**src/rtl/esm_pkg.sv**
```systemverilog
// Shared ESM definitions: default window geometry, index-width helper and the
// completion record exchanged with the issue-side shuffler.
package esm_pkg;

  localparam int unsigned BS_DEF = 16;
  localparam int unsigned DW_DEF = 32;

  function automatic int unsigned idx_w(input int unsigned n);
    return (n < 2) ? 1 : $clog2(n);
  endfunction

  localparam int unsigned IDX_W = idx_w(BS_DEF);

  typedef struct packed {
    logic [IDX_W-1:0]  index;
    logic [DW_DEF-1:0] data;
  } esm_cmp_t;

endpackage

```
**src/rtl/esm_retire_reorder_if.sv**
```systemverilog
// Allocation, completion, retire and flush signals of one ESM reorder window.
interface esm_retire_reorder_if
  import esm_pkg::*;
#(
  parameter int unsigned BS = 16,
  parameter int unsigned DW = 32
);
  localparam int unsigned IW = idx_w(BS);
  localparam int unsigned CW = IW + 1;

  logic          alloc_valid;
  logic          alloc_ready;
  logic [IW-1:0] alloc_index;
  logic          cmp_valid;
  logic [IW-1:0] cmp_index;
  logic [DW-1:0] cmp_data;
  logic          ret_valid;
  logic          ret_ready;
  logic [IW-1:0] ret_index;
  logic [DW-1:0] ret_data;
  logic [CW-1:0] occupancy;
  logic          cmp_err;
  logic          flush;

  modport master (
    output alloc_valid, cmp_valid, cmp_index, cmp_data, ret_ready, flush,
    input  alloc_ready, alloc_index, ret_valid, ret_index, ret_data,
           occupancy, cmp_err
  );

  modport slave (
    input  alloc_valid, cmp_valid, cmp_index, cmp_data, ret_ready, flush,
    output alloc_ready, alloc_index, ret_valid, ret_index, ret_data,
           occupancy, cmp_err
  );

endinterface

```
**src/rtl/esm_slot_store.sv**
```systemverilog
// Payload array for the reorder window: one write port, one async read port.
module esm_slot_store
  import esm_pkg::*;
#(
  parameter int unsigned bs = 16,
  parameter int unsigned dw = 32
) (
  input  logic                 clk,
  input  logic                 we_i,
  input  logic [idx_w(bs)-1:0] waddr_i,
  input  logic [dw-1:0]        wdata_i,
  input  logic [idx_w(bs)-1:0] raddr_i,
  output logic [dw-1:0]        rdata_o
);

  logic [dw-1:0] mem_q [bs];

  // Payloads are qualified by the done bitmap, so the array needs no reset.
  always_ff @(posedge clk) begin
    if (we_i) mem_q[waddr_i] <= wdata_i;
  end

  assign rdata_o = mem_q[raddr_i];

endmodule

```
**src/rtl/esm_retire_reorder.sv**
```systemverilog
// Buffers out-of-order completions and releases them in allocation order.
module esm_retire_reorder
  import esm_pkg::*;
#(
  parameter int unsigned bs = 16,
  parameter int unsigned dw = 32
) (
  input  logic                 clk,
  input  logic                 rst,
  esm_retire_reorder_if.slave  bus
);

  localparam int unsigned IW = idx_w(bs);
  localparam int unsigned CW = IW + 1;

  logic [IW-1:0] head_q, head_d;
  logic [IW-1:0] tail_q, tail_d;
  logic [CW-1:0] count_q, count_d;
  logic [bs-1:0] pending_q, pending_d;
  logic [bs-1:0] done_q, done_d;
  logic          cmp_err_q, cmp_err_d;

  logic alloc_fire;
  logic ret_fire;
  logic ret_valid_c;
  logic cmp_ok;
  logic cmp_bad;
  logic store_we;

  assign ret_valid_c = pending_q[head_q] & done_q[head_q];
  assign alloc_fire  = bus.alloc_valid & (count_q < CW'(bs));
  assign ret_fire    = ret_valid_c & bus.ret_ready;
  assign cmp_ok      = bus.cmp_valid & pending_q[bus.cmp_index] & ~done_q[bus.cmp_index];
  assign cmp_bad     = bus.cmp_valid & ~cmp_ok;
  assign store_we    = cmp_ok & ~bus.flush;

  // Retire clears before alloc sets so a shared slot ends up pending, not done.
  always_comb begin
    head_d    = head_q;
    tail_d    = tail_q;
    count_d   = count_q;
    pending_d = pending_q;
    done_d    = done_q;
    cmp_err_d = cmp_err_q;

    if (bus.flush) begin
      head_d    = '0;
      tail_d    = '0;
      count_d   = '0;
      pending_d = '0;
      done_d    = '0;
    end else begin
      if (ret_fire) begin
        pending_d[head_q] = 1'b0;
        done_d[head_q]    = 1'b0;
        head_d            = head_q + IW'(1);
      end
      if (cmp_ok) done_d[bus.cmp_index] = 1'b1;
      if (alloc_fire) begin
        pending_d[tail_q] = 1'b1;
        done_d[tail_q]    = 1'b0;
        tail_d            = tail_q + IW'(1);
      end
      case ({alloc_fire, ret_fire})
        2'b10:   count_d = count_q + CW'(1);
        2'b01:   count_d = count_q - CW'(1);
        default: count_d = count_q;
      endcase
      if (cmp_bad) cmp_err_d = 1'b1;
    end
  end

  always_ff @(posedge clk) begin
    if (rst) begin
      head_q    <= '0;
      tail_q    <= '0;
      count_q   <= '0;
      pending_q <= '0;
      done_q    <= '0;
      cmp_err_q <= 1'b0;
    end else begin
      head_q    <= head_d;
      tail_q    <= tail_d;
      count_q   <= count_d;
      pending_q <= pending_d;
      done_q    <= done_d;
      cmp_err_q <= cmp_err_d;
    end
  end

  esm_slot_store #(
    .bs (bs),
    .dw (dw)
  ) u_store (
    .clk     (clk),
    .we_i    (store_we),
    .waddr_i (bus.cmp_index),
    .wdata_i (bus.cmp_data),
    .raddr_i (head_q),
    .rdata_o (bus.ret_data)
  );

  assign bus.alloc_ready = (count_q < CW'(bs));
  assign bus.alloc_index = tail_q;
  assign bus.ret_valid   = ret_valid_c;
  assign bus.ret_index   = head_q;
  assign bus.occupancy   = count_q;
  assign bus.cmp_err     = cmp_err_q;

endmodule

```
**src/flat_wrapper.sv**
```systemverilog
// flat-port wrapper written by rule: the top's interface ports become plain ports
module esm_retire_reorder_flat import esm_pkg::*;
#(
  parameter int unsigned bs = 16,
  parameter int unsigned dw = 32
)
  (clk, rst, bus_alloc_valid, bus_cmp_valid, bus_cmp_index, bus_cmp_data, bus_ret_ready, bus_flush, bus_alloc_ready, bus_alloc_index, bus_ret_valid, bus_ret_index, bus_ret_data, bus_occupancy, bus_cmp_err);
  esm_retire_reorder_if #(.BS(16), .DW(32)) bus_i ();
  input  logic clk;
  input  logic rst;
  input wire logic [$bits(bus_i.alloc_valid)-1:0] bus_alloc_valid;
  input wire logic [$bits(bus_i.cmp_valid)-1:0] bus_cmp_valid;
  input wire logic [$bits(bus_i.cmp_index)-1:0] bus_cmp_index;
  input wire logic [$bits(bus_i.cmp_data)-1:0] bus_cmp_data;
  input wire logic [$bits(bus_i.ret_ready)-1:0] bus_ret_ready;
  input wire logic [$bits(bus_i.flush)-1:0] bus_flush;
  output wire logic [$bits(bus_i.alloc_ready)-1:0] bus_alloc_ready;
  output wire logic [$bits(bus_i.alloc_index)-1:0] bus_alloc_index;
  output wire logic [$bits(bus_i.ret_valid)-1:0] bus_ret_valid;
  output wire logic [$bits(bus_i.ret_index)-1:0] bus_ret_index;
  output wire logic [$bits(bus_i.ret_data)-1:0] bus_ret_data;
  output wire logic [$bits(bus_i.occupancy)-1:0] bus_occupancy;
  output wire logic [$bits(bus_i.cmp_err)-1:0] bus_cmp_err;
  assign bus_i.alloc_valid = bus_alloc_valid;
  assign bus_i.cmp_valid = bus_cmp_valid;
  assign bus_i.cmp_index = bus_cmp_index;
  assign bus_i.cmp_data = bus_cmp_data;
  assign bus_i.ret_ready = bus_ret_ready;
  assign bus_i.flush = bus_flush;
  assign bus_alloc_ready = bus_i.alloc_ready;
  assign bus_alloc_index = bus_i.alloc_index;
  assign bus_ret_valid = bus_i.ret_valid;
  assign bus_ret_index = bus_i.ret_index;
  assign bus_ret_data = bus_i.ret_data;
  assign bus_occupancy = bus_i.occupancy;
  assign bus_cmp_err = bus_i.cmp_err;
  esm_retire_reorder #(.bs(bs), .dw(dw)) u_core (.clk(clk), .rst(rst), .bus(bus_i));
endmodule
```
**config.mk**
```make
export PLATFORM = sky130hd
export DESIGN_NAME = esm_retire_reorder_flat
export DESIGN_NICKNAME = d
export VERILOG_FILES = /design/src/rtl/esm_pkg.sv /design/src/rtl/esm_retire_reorder_if.sv /design/src/rtl/esm_slot_store.sv /design/src/rtl/esm_retire_reorder.sv /design/src/flat_wrapper.sv
export SDC_FILE = /design/constraint.sdc
export NUM_CORES = 1
export LEC_CHECK = 0
export BUFFER_PORTS_ARGS = -buffer_cell sky130_fd_sc_hd__buf_2
export CAP_MARGIN = 40
export CORE_MARGIN = 3
export CORE_UTILIZATION = 25
export DETAILED_ROUTE_END_ITERATION = 12
export SETUP_SLACK_MARGIN = 0.02
export SLEW_MARGIN = 20
export SYNTH_ARGS = -nofsm -noshare
export SYNTH_HDL_FRONTEND = slang
export SYNTH_SLANG_ARGS = --single-unit
```
**constraint.sdc**
```tcl
create_clock -name clk -period 5.33 [get_ports clk]
set_input_delay 1.066 -clock clk [delete_from_list [all_inputs] [get_ports clk]]
set_output_delay 1.066 -clock clk [all_outputs]
set_load 0.02 [all_outputs]
```
* Yosys cells after proc, flatten, opt, wreduce, memory -nomap -nowiden
Memory sizes are Yosys's and may differ from the RTL's. A register that Yosys moved wholly into a read port is not among the register bits.
Cells that the tools add are included.
** Word-level totals
- Register bits after elaboration :: 46
- Latch bits :: 0
- Memory bits (writable) :: 512
- Memory bits (read-only) :: 0
- Memories :: 1
** Operators by class
- $add $sub $neg :: 4
- $mul :: 0
- Div/mod/pow operators :: 0
- Order comparisons :: 7
- Equal/unequal tests :: 2
- Shift-type cells :: 0
- Muxes and demuxes :: 27
- Bitwise logic cells :: 17
- Reduce and logical (&&, ||, !) cells :: 6
** Memories
- u_core.u_store.mem_q :: depth 16, bits a word 32, rd ports 1, clocked after memory_dff 1, write ports 1, line esm_slot_store.sv:16 : logic [dw-1:0] mem_q [bs];
** Operators with widths (number)
- $mux 16 :: 8
- $and 16x16->16 :: 3
- $not 16->16 :: 2
- $or 16x16->16 :: 2
- $bmux 1 s4 :: 4
- $lt 4x5->1 const B :: 3
- $demux 1 s4 :: 3
- $ge 4x1->1 const B :: 3
- $pmux 5 s2 :: 1
- $mux 1 :: 9
- $add 4x1->4 const B :: 2
- $mux 4 :: 2
- $and 1x1->1 :: 7
- $add 5x1->5 const B :: 1
- $lt 5x5->1 const B :: 1
- $sub 5x1->5 const B :: 1
- $logic_and 1x1->1 :: 3
- $not 1->1 :: 3
- $eq 2x1->1 const B :: 1
- $eq 2x2->1 const B :: 1
- $reduce_and 2->1 :: 1
- $reduce_bool 2->1 :: 1
- $reduce_or 2->1 :: 1

* Logic depth before layout (Yosys ltp)
Gate-level depths: netlist of run 1.
- Depth in word-level cells :: 13
- Mapped depth :: 15

* Modules after synthesis
A second synthesis of run 1 with hierarchy kept.
** Unflattened totals
- Cells, all modules :: 1138
- Area total of the unflattened synthesis :: 22063.7 sq um
** Modules (own cells, without submodules)
- esm_slot_store :: times used 1, cells an instance 806, area each 19213.4 sq um, sequential area each 15374.7 sq um
- esm_retire_reorder :: times used 1, cells an instance 332, area each 2850.2 sq um, sequential area each 920.9 sq um

* Least setup slack after synthesis of run 1
No wires, ideal clock.
- Kind :: input to register
- From :: input port bus_cmp_index[1]
- To :: memory u_core.u_store.mem_q[14][0] (enable)
- Library setup time :: 0.421 ns
- Arrival time :: 3.728 ns
- Data required time :: 4.909 ns
- Setup slack :: 1.181 ns
- Cell stages on the path :: 8
- Buffers on the path :: 2
- Cells stage by stage :: buf_6 clkbuf_1 mux4_2 mux2i_1 o21a_1 nor2b_2 nand3_1 nor2_1
** On the way
- Longest elaborated chain between the ends :: 7
- Elaborated cells between the ends (all ways) :: 10
- Those cells by class :: mux (6); bitwise (4)
** RTL lines
- start: declaration :: line flat_wrapper.sv:13 : input wire logic [$bits(bus_i.cmp_index)-1:0] bus_cmp_index;
- $bmux 1 s4 :: line esm_retire_reorder.sv:33 : assign cmp_ok = bus.cmp_valid & pending_q[bus.cmp_index] & ~done_q[bus.cmp_index];
- $mux 1 (implied by the code) :: line esm_retire_reorder.sv:33
- $and 1x1->1 / $not 1->1 (equally long branches) :: line esm_retire_reorder.sv:33
- $and 1x1->1 :: line esm_retire_reorder.sv:33
- $and 1x1->1 :: line esm_retire_reorder.sv:35 : assign store_we = cmp_ok & ~bus.flush;
- $mux 1 :: line esm_slot_store.sv:20 : if (we_i) mem_q[waddr_i] <= wdata_i;
- $mux 1 (implied by the code) :: line esm_slot_store.sv:20
- end: declaration :: line esm_slot_store.sv:16
Parallel ways exist; a longest one is shown, timed or not. The select of a mux whose other input is x is not followed.

==> run metrics, run 1 <==
RSZ-0062 raised after global routing no; Worst Clk Skew 43.1 ps; number of cells on the worst reg-to-reg path 12; setup tns final 0 ps; routability congestion estimate a little over 0.8; post-CTS setup-driven buffer insertion count 0; max-cap viol count 0; overall track demand over capacity in global routing between 10% and 20%; setup slack of the worst register-to-register path 1310 ps; global-route wire length before repair between 70000 and 80000 um; count of hold buffers inserted by post-cts repair 0; maximum fanout along the worst path 43; Final setup violation count 0; worst hold start u_core.pending_q[15]; worst max-slew margin expressed relative to the limit roughly 51%; max frequency 0.239 GHz; Final WS setup 1140 ps; mean instance size in the synthesized netlist 20.8 um2; minimum hold slack 493 ps; number of hold violations in the final report 0; clock tree from TritonCTS built; Synth top cells by count 512 x sky130_fd_sc_hd__edfxtp_1, 167 x sky130_fd_sc_hd__mux4_2, 50 x sky130_fd_sc_hd__dfxtp_1; clock-pin transition on the worst setup and hold timing paths 60 ps; final instance count without filler cells 2384; top-level I/O count 90; proportion of netlist area held by the largest area contributor ~70%; fill cell count around 8500; floorplan die width between 300 and 400 um; required time of the critical path around 4300 ps; Post-DRT Antenna Nets 0; final wirelength slightly below 50000 um; FF-to-FF Start u_core.bus.ret_index[1]; Max Root-Sink Buffers 3; floorplan die area a little over 0.09 mm2; DRT Pass-1 Iters 8; part of the cycle the worst path needs around four fifths; Core Box Area around 0.087 mm2; post-synthesis instance total 1065; synthesized netlist net count ~1100; number of warning messages in the yosys log 0; element type at the critical path start flip-flop; crit end category output pin; utilization after layout around 30%; routed wirelength normalized by instance count 20.7 um; total placed cells including tap cells ~2300; time the final worst path needs with I/O delays and setup 4190 ps; number of placement rows about 110; slew at the pin with the worst max-slew slack around 740 ps; pwr dens roughly 340 mW/mm2; cell area after synthesis 0.0221 mm2; Arrival @ worst endpoint ~3100 ps; Area growth, synth to finish 18.1%; routed via count divided by cell count around 4.5; VDD IR-drop max ~320 uV; initial core utilization between 20% and 30%; aggregate global routing overflow 0; number of buffers created by CTS between 50 and 60; HPWL Detailed 29700 um; pin count of the biggest net entering global routing 58; initial antenna violation count 4; static power due to leakage between 7 and 8 nW; area used by sequential logic in the layout ~0.016 mm2; register bit total from synthesis ~560; DIE HEIGHT approximately 300 um; Hold Path Depth 2; vias in the first global route between 10000 and 15000; number of vias after detailed routing 10800; final routed DRC violation total 0; Starting DRT DRC Count 950; net count reported at finish ~1200; H-tree levels 2; critical path class flip-flop to output pin; portion of the post-synthesis area used by sequential elements 74.0%; R2R Path End u_core.bus.occupancy[4]; setup slack after placement about 1200 ps; fraction of registers with async set or reset after synthesis 0%; most frequently used cell type in the post-synthesis netlist sky130_fd_sc_hd__edfxtp_1; layout cells sized above 1 around a third; class of the worst hold path flip-flop to flip-flop; synth unique cells 58; combined area of the multi-input logic cells about 0.0056 mm2; number of synthesized flops with an enable pin just over 500; Hold Path End u_core.pending_q[15]; dominant cells by area after synthesis sky130_fd_sc_hd__edfxtp_1 69%, sky130_fd_sc_hd__mux4_2 17%, sky130_fd_sc_hd__dfxtp_1 4.5%; Clock Tree Root sky130_fd_sc_hd__clkbuf_16; total number of clock tree sinks 562; post-synth top area cell sky130_fd_sc_hd__edfxtp_1; Gates resized, CTS repair 0; number of pins with negative max-slew slack in the final report 0; Most used DFF post-synth sky130_fd_sc_hd__edfxtp_1; outcome finished, final reports clean; I/O Buffers 89; latest clock arrival within the worst-skew pair just over 600 ps
-- critical path, cell delays in order (launching register included) --
cell and delay, ps:
sky130_fd_sc_hd__dfxtp_4 800, sky130_fd_sc_hd__buf_4 550, sky130_fd_sc_hd__mux4_2 390, sky130_fd_sc_hd__mux4_2 550
sky130_fd_sc_hd__buf_2 200
-- worst max-delay path by stage --
stage                                   to                    start
2_1_floorplan  u_core.u_store.mem_q[14][0]         bus_cmp_index[1]
3_3_place_gp       u_core.bus.occupancy[4]  u_core.bus.ret_index[2]
3_5_place_dp       u_core.bus.occupancy[4]  u_core.bus.ret_index[2]
4_1_cts                    bus_ret_data[5]                flip-flop
5_1_grt                    bus_ret_data[3]                flip-flop
6_report                   bus_ret_data[3]                flip-flop
-- sequential cells by signal, indices dropped and copies added (netlist names), named ones only --
register                count
u_core.u_store.mem_q      512
u_core.done_q              16
u_core.pending_q           16
u_core.bus.occupancy        5
u_core.bus.alloc_index      4
u_core.bus.ret_index        4
u_core.bus.cmp_err          1
-- metrics by stage --
stage	power, mW	cell area (um2)
6_report	8.96	26100
4_1_cts	9.07	26100
2_1_floorplan	4.94	22100
3_3_place_gp	5.01	24100
3_5_place_dp	5.02	24200
5_1_grt	9.25	26100
-- placed cells by master, fill, tap and decap left out, types with 7 or more instances in the layout --
cell                        netlist  layout
sky130_fd_sc_hd__edfxtp_1       512     512
sky130_fd_sc_hd__mux4_2         167     167
sky130_fd_sc_hd__buf_2           11      89
sky130_fd_sc_hd__clkbuf_16        0      56
sky130_fd_sc_hd__dfxtp_1         50      46
sky130_fd_sc_hd__nand2_1         38      38
sky130_fd_sc_hd__nand3_1         26      26
sky130_fd_sc_hd__nor2_1          37      20
sky130_fd_sc_hd__buf_4            0      19
sky130_fd_sc_hd__a21oi_1         17      17
sky130_fd_sc_hd__nor2_4           0      17
sky130_fd_sc_hd__o21ai_0         13      13
sky130_fd_sc_hd__clkbuf_1        37      12
sky130_fd_sc_hd__inv_1           11      11
sky130_fd_sc_hd__ha_1            11      11
sky130_fd_sc_hd__o31ai_1          9       9
sky130_fd_sc_hd__clkinv_1         0       9
sky130_fd_sc_hd__nor2b_1          8       8
sky130_fd_sc_hd__nor3_1           8       8
sky130_fd_sc_hd__bufinv_16        0       8
sky130_fd_sc_hd__clkinv_2         0       7
-- final cells by class --
class	instances	area share, %
antenna	2	0.0192
clock buffer	70	5.64
clock inverter	34	1.74
inverter	11	0.158
multi-input combinational	435	21.4
sequential	562	62.7
tap	1155	5.53
timing repair buffer	115	2.77
-- power breakdown --
part	leakage, nW	internal (mW)	switching [mW]
combinational	1.94	0.0247	0.0913
sequential	5.01	4.80	0.00276
clock	0.921	2.37	1.67
total	7.87	7.20	1.76
-- logic make-up (layout without fill, tap and decap cells) --
group                    Yosys count  count (layout)  share of synthesized area [%]
flip-flops                       562             562                           74.0
multiplexers                     176             176                           17.6
AND/OR/NAND/NOR                  155             155                           3.56
AO/OA/AOI/OAI                     85              85                           2.61
buffers and inverters             68             230                           1.25
adder cells (fa/ha/maj)           11              11                          0.622
XOR/XNOR                           8               8                          0.317
other                              0               2                              0
-- layer usage --
layer  routed length (um)  vias up  share of wire (%)  GRT usage, %
met5                   26        -              0.053             0
met4                 1080        4                2.2          2.80
met3                 2800       85                5.7          2.35
met2                24300      273                 49          17.6
met1                21300     5780                 43          14.5
li1                     -     4697                  -             -
No activity file was read; power rests on OpenSTA's default activity.
==> run 2, diff against run 1 <==
ABC_AREA = 1   (was default)
clock period = 3.4 ns   (was 5.33 ns; I/O delays follow)
==> run 2 against run 1 <==
Net effect:
- count of clock-buffer cells in the layout is 3 lower
- setup slack got worse by 920 ps
- routed wire length increased by 18%
- die area grew 5.8%
- critical endpoint is now bus_ret_data[30]
==> run metrics, run 2 <==
Clk pwr share 43.5% (-1.6 points); element type at the critical path start flip-flop; static power due to leakage 8.92 nW (+13%); maximum fanout along the worst path 123 (+190%); overall track demand over capacity in global routing 11.6% (+0.88 points); synth unique cells 32 (-45%); number of warning messages in the yosys log 0 (unchanged); number of pins with negative max-slew slack in the final report 0 (unchanged); number of vias after detailed routing 14400 (+33%); initial antenna violation count 9 (+5); register with the most flip-flops u_core.u_store.mem_q; number of synthesized flops with an enable pin 512 (unchanged); Max Root-Sink Buffers 3 (unchanged); aggregate global routing overflow 0 (unchanged); floorplan die width 312 um (+2.8%); part of the power in combinational logic 1.5% (+0.2 points); Worst Clk Skew 45.8 ps (+2.65 ps); number of placement rows 111 (+2.8%); crit end category output pin; most common cell after layout, fill and taps aside sky130_fd_sc_hd__edfxtp_1; final wirelength 58200 um (+18%); final instance count without filler cells 3235 (+36%); H-tree levels 2 (unchanged); mean instance size in the synthesized netlist 12.5 um2 (-40%); global-route wire length before repair 88100 um (+18%); net count reported at finish 1998 (+62%); clock-pin transition on the worst setup and hold timing paths 60 ps (about the same); top-level I/O count 90 (unchanged); worst hold start rst; sequential cell fraction of total power 55.0% (+1.4 points); switching power 2.76 mW (+56%); HPWL Detailed 33900 um (+14%); FF-to-FF Start u_core.bus.ret_index[1]; part of the cycle the worst path needs 93.5%; DIE HEIGHT 312 um (+2.8%); most frequently used cell type in the post-synthesis netlist sky130_fd_sc_hd__edfxtp_1; cell area after synthesis 0.0234 mm2 (+5.9%); proportion of netlist area held by the largest area contributor 65.6% (-3.9 points); pin count of the biggest net entering global routing 124 (+110%); floorplan die area 0.0974 mm2 (+5.8%); post-synthesis instance total 1867 (+75%); post-synth top area cell sky130_fd_sc_hd__edfxtp_1; Core Box Area 0.0922 mm2 (+5.6%); dominant cells by area after synthesis sky130_fd_sc_hd__edfxtp_1 66%, sky130_fd_sc_hd__mux2i_1 5.5%, sky130_fd_sc_hd__dfxtp_1 4.3%; fraction of registers with async set or reset after synthesis 0% (unchanged); layout cells sized above 1 12.5% (-20 points); end point of the critical path bus_ret_data[30]; post-layout power 13.7 mW (+53%); worst max-slew margin expressed relative to the limit 54.9% (+4.4 points); clock tree from TritonCTS built; final routed DRC violation total 0 (unchanged); DRT Pass-1 Iters 5 (-3); biggest registers after layout u_core.u_store.mem_q: 512 flops, u_core.done_q: 16 flops, u_core.pending_q: 16 flops; register bit total from synthesis 562 (unchanged); critical path class flip-flop to output pin; number of hold violations in the final report 0 (unchanged); routed via count divided by cell count 4.46 (-1.9%); Starting DRT DRC Count 1207 (+27%); RSZ-0062 raised after global routing no; total placed cells including tap cells 3130 (+37%); total number of clock tree sinks 562 (unchanged); Synth top cells by count 512 x sky130_fd_sc_hd__edfxtp_1, 188 x sky130_fd_sc_hd__inv_1, 184 x sky130_fd_sc_hd__nand2_1; time the final worst path needs with I/O delays and setup 3180 ps; setup slack of the worst register-to-register path 440 ps (-870 ps); R2R Path End u_core.bus.occupancy[4]; initial core utilization 25.4% (+0.056 points); Area growth, synth to finish 17.5%; outcome finished, final reports clean; share of total power consumed by net switching 20.2% (+0.48 points); Final setup violation count 0 (unchanged); portion of the post-synthesis area used by sequential elements 69.9% (-4.1 points); number of buffers created by CTS 55 (-1.8%); utilization after layout 29.8% (-0.098 points); Post-DRT Antenna Nets 0 (unchanged); setup tns final 0 ps (unchanged); number of cells on the worst reg-to-reg path 21 (+9); synthesized netlist net count 1920 (+72%); flip-flop count of the largest register, all copies and words added 512 (unchanged); required time of the critical path 2720 ps (-1540 ps); slew at the pin with the worst max-slew slack 673 ps (-67.3 ps); max-cap viol count 0 (unchanged); Most used DFF post-synth sky130_fd_sc_hd__edfxtp_1; minimum hold slack 314 ps (-178 ps); Clock Tree Root sky130_fd_sc_hd__clkbuf_16; latest clock arrival within the worst-skew pair 620 ps (about the same); routability congestion estimate 0.884 (+8.6%); max frequency approximately 0.31 GHz; class of the worst hold path input port to flip-flop; VDD IR-drop max 381 uV (+20%); Power Internal 10.9 mW (+52%); routed wirelength normalized by instance count 18.0 um (-13%); vias in the first global route 14300 (+23%); I/O Buffers 89 (unchanged); pwr dens 497 mW/mm2 (+45%); top library cells by usage in the layout, fill and taps aside 512 x sky130_fd_sc_hd__edfxtp_1, 185 x sky130_fd_sc_hd__inv_1, 184 x sky130_fd_sc_hd__nand2_1, 175 x sky130_fd_sc_hd__a21oi_1, 171 x sky130_fd_sc_hd__o21ai_0; Arrival @ worst endpoint 2500 ps (-620 ps)
run 2: cell count changes after synthesis, moves of 13 or more:
cell                       change
sky130_fd_sc_hd__nor2_1       +41
sky130_fd_sc_hd__nand2_1     +146
sky130_fd_sc_hd__buf_2        +13
sky130_fd_sc_hd__inv_1       +177
sky130_fd_sc_hd__a21oi_1     +158
sky130_fd_sc_hd__clkbuf_1     +26
sky130_fd_sc_hd__mux2i_1     +122
sky130_fd_sc_hd__o21ai_0     +158
sky130_fd_sc_hd__o211ai_1    +122
sky130_fd_sc_hd__mux4_2      -167
sky130_fd_sc_hd__nand3_1      +55
run 2: cell families after synthesis:
kind of cell / synth area share [%]
DFF: 69.9
AOI/OAI and AO/OA: 11.7
and+or+nand+nor: 6.75
buffers and inverters: 5.35
muxes: 5.47
adders and majority gates: 0.588
xor gates and xnor gates: 0.262
run 2: worst max-delay path, stage by stage (launching register included):
cell                       delay [ps]
sky130_fd_sc_hd__dfxtp_4          430
sky130_fd_sc_hd__buf_16           470
sky130_fd_sc_hd__a21oi_1           70
sky130_fd_sc_hd__o21ai_0          100
sky130_fd_sc_hd__o21ai_0          100
sky130_fd_sc_hd__o211ai_1         310
sky130_fd_sc_hd__nand2_1          180
sky130_fd_sc_hd__buf_2            210
run 2: stage by stage:
stage | area [um2] | worst slack, ps
after floorplan | 23400 | 43.8
after global placement | 25700 | 522
after detailed placement | 25700 | 446
after CTS | 27500 | 69.8
after global routing | 27500 | 36.6
final | 27500 | 223
run 2: per-layer routing:
layer | wire [um] | track usage [%] | part of all wire [%]
met4 | 1810 | 4.03 | 3.1
met3 | 3040 | 2.09 | 5.2
met1 | 26000 | 15.3 | 45
met5 | 14 | 0 | 0.024
met2 | 27400 | 19.2 | 47
run 2: how the worst min path moves through the flow:
stage | cells past startpoint | slack [ps] | endpoint
floorplan | 2 | 440 | u_core.done_q[7]
CTS | 2 | 290 | u_core.bus.cmp_err
finish | 2 | 310 | u_core.bus.cmp_err
detailed placement | 2 | 460 | u_core.done_q[9]
global route | 2 | 300 | u_core.bus.cmp_err
global placement | 2 | 440 | u_core.bus.cmp_err
run 2: timing repair:
item	4_1_cts	5_1_grt
gates resized for setup	0	2
buffers inserted	0	1
hold buffers	0	0
endpoints found under the setup margin	0	16
run 2: area by class of cell:
cell class | instances | area (um2)
fillers | 9326 | 64700
flip-flops and latches | 562 | 16400
multi-input cells | 998 | 5920
well taps | 1243 | 1560
clock buffers | 67 | 1420
repair buffers | 131 | 1140
inverters | 197 | 744
clock inverters | 33 | 338
diodes | 4 | 10.0
run 2: power groups by stage:
stage,logic (mW),clock network (mW),registers [mW]
after floorplan,0.0597,0,7.69
after global placement,0.201,0,7.68
final,0.203,5.95,7.53
after global routing,0.225,6.37,7.53
after CTS,0.204,6.10,7.53
after detailed placement,0.204,0,7.68
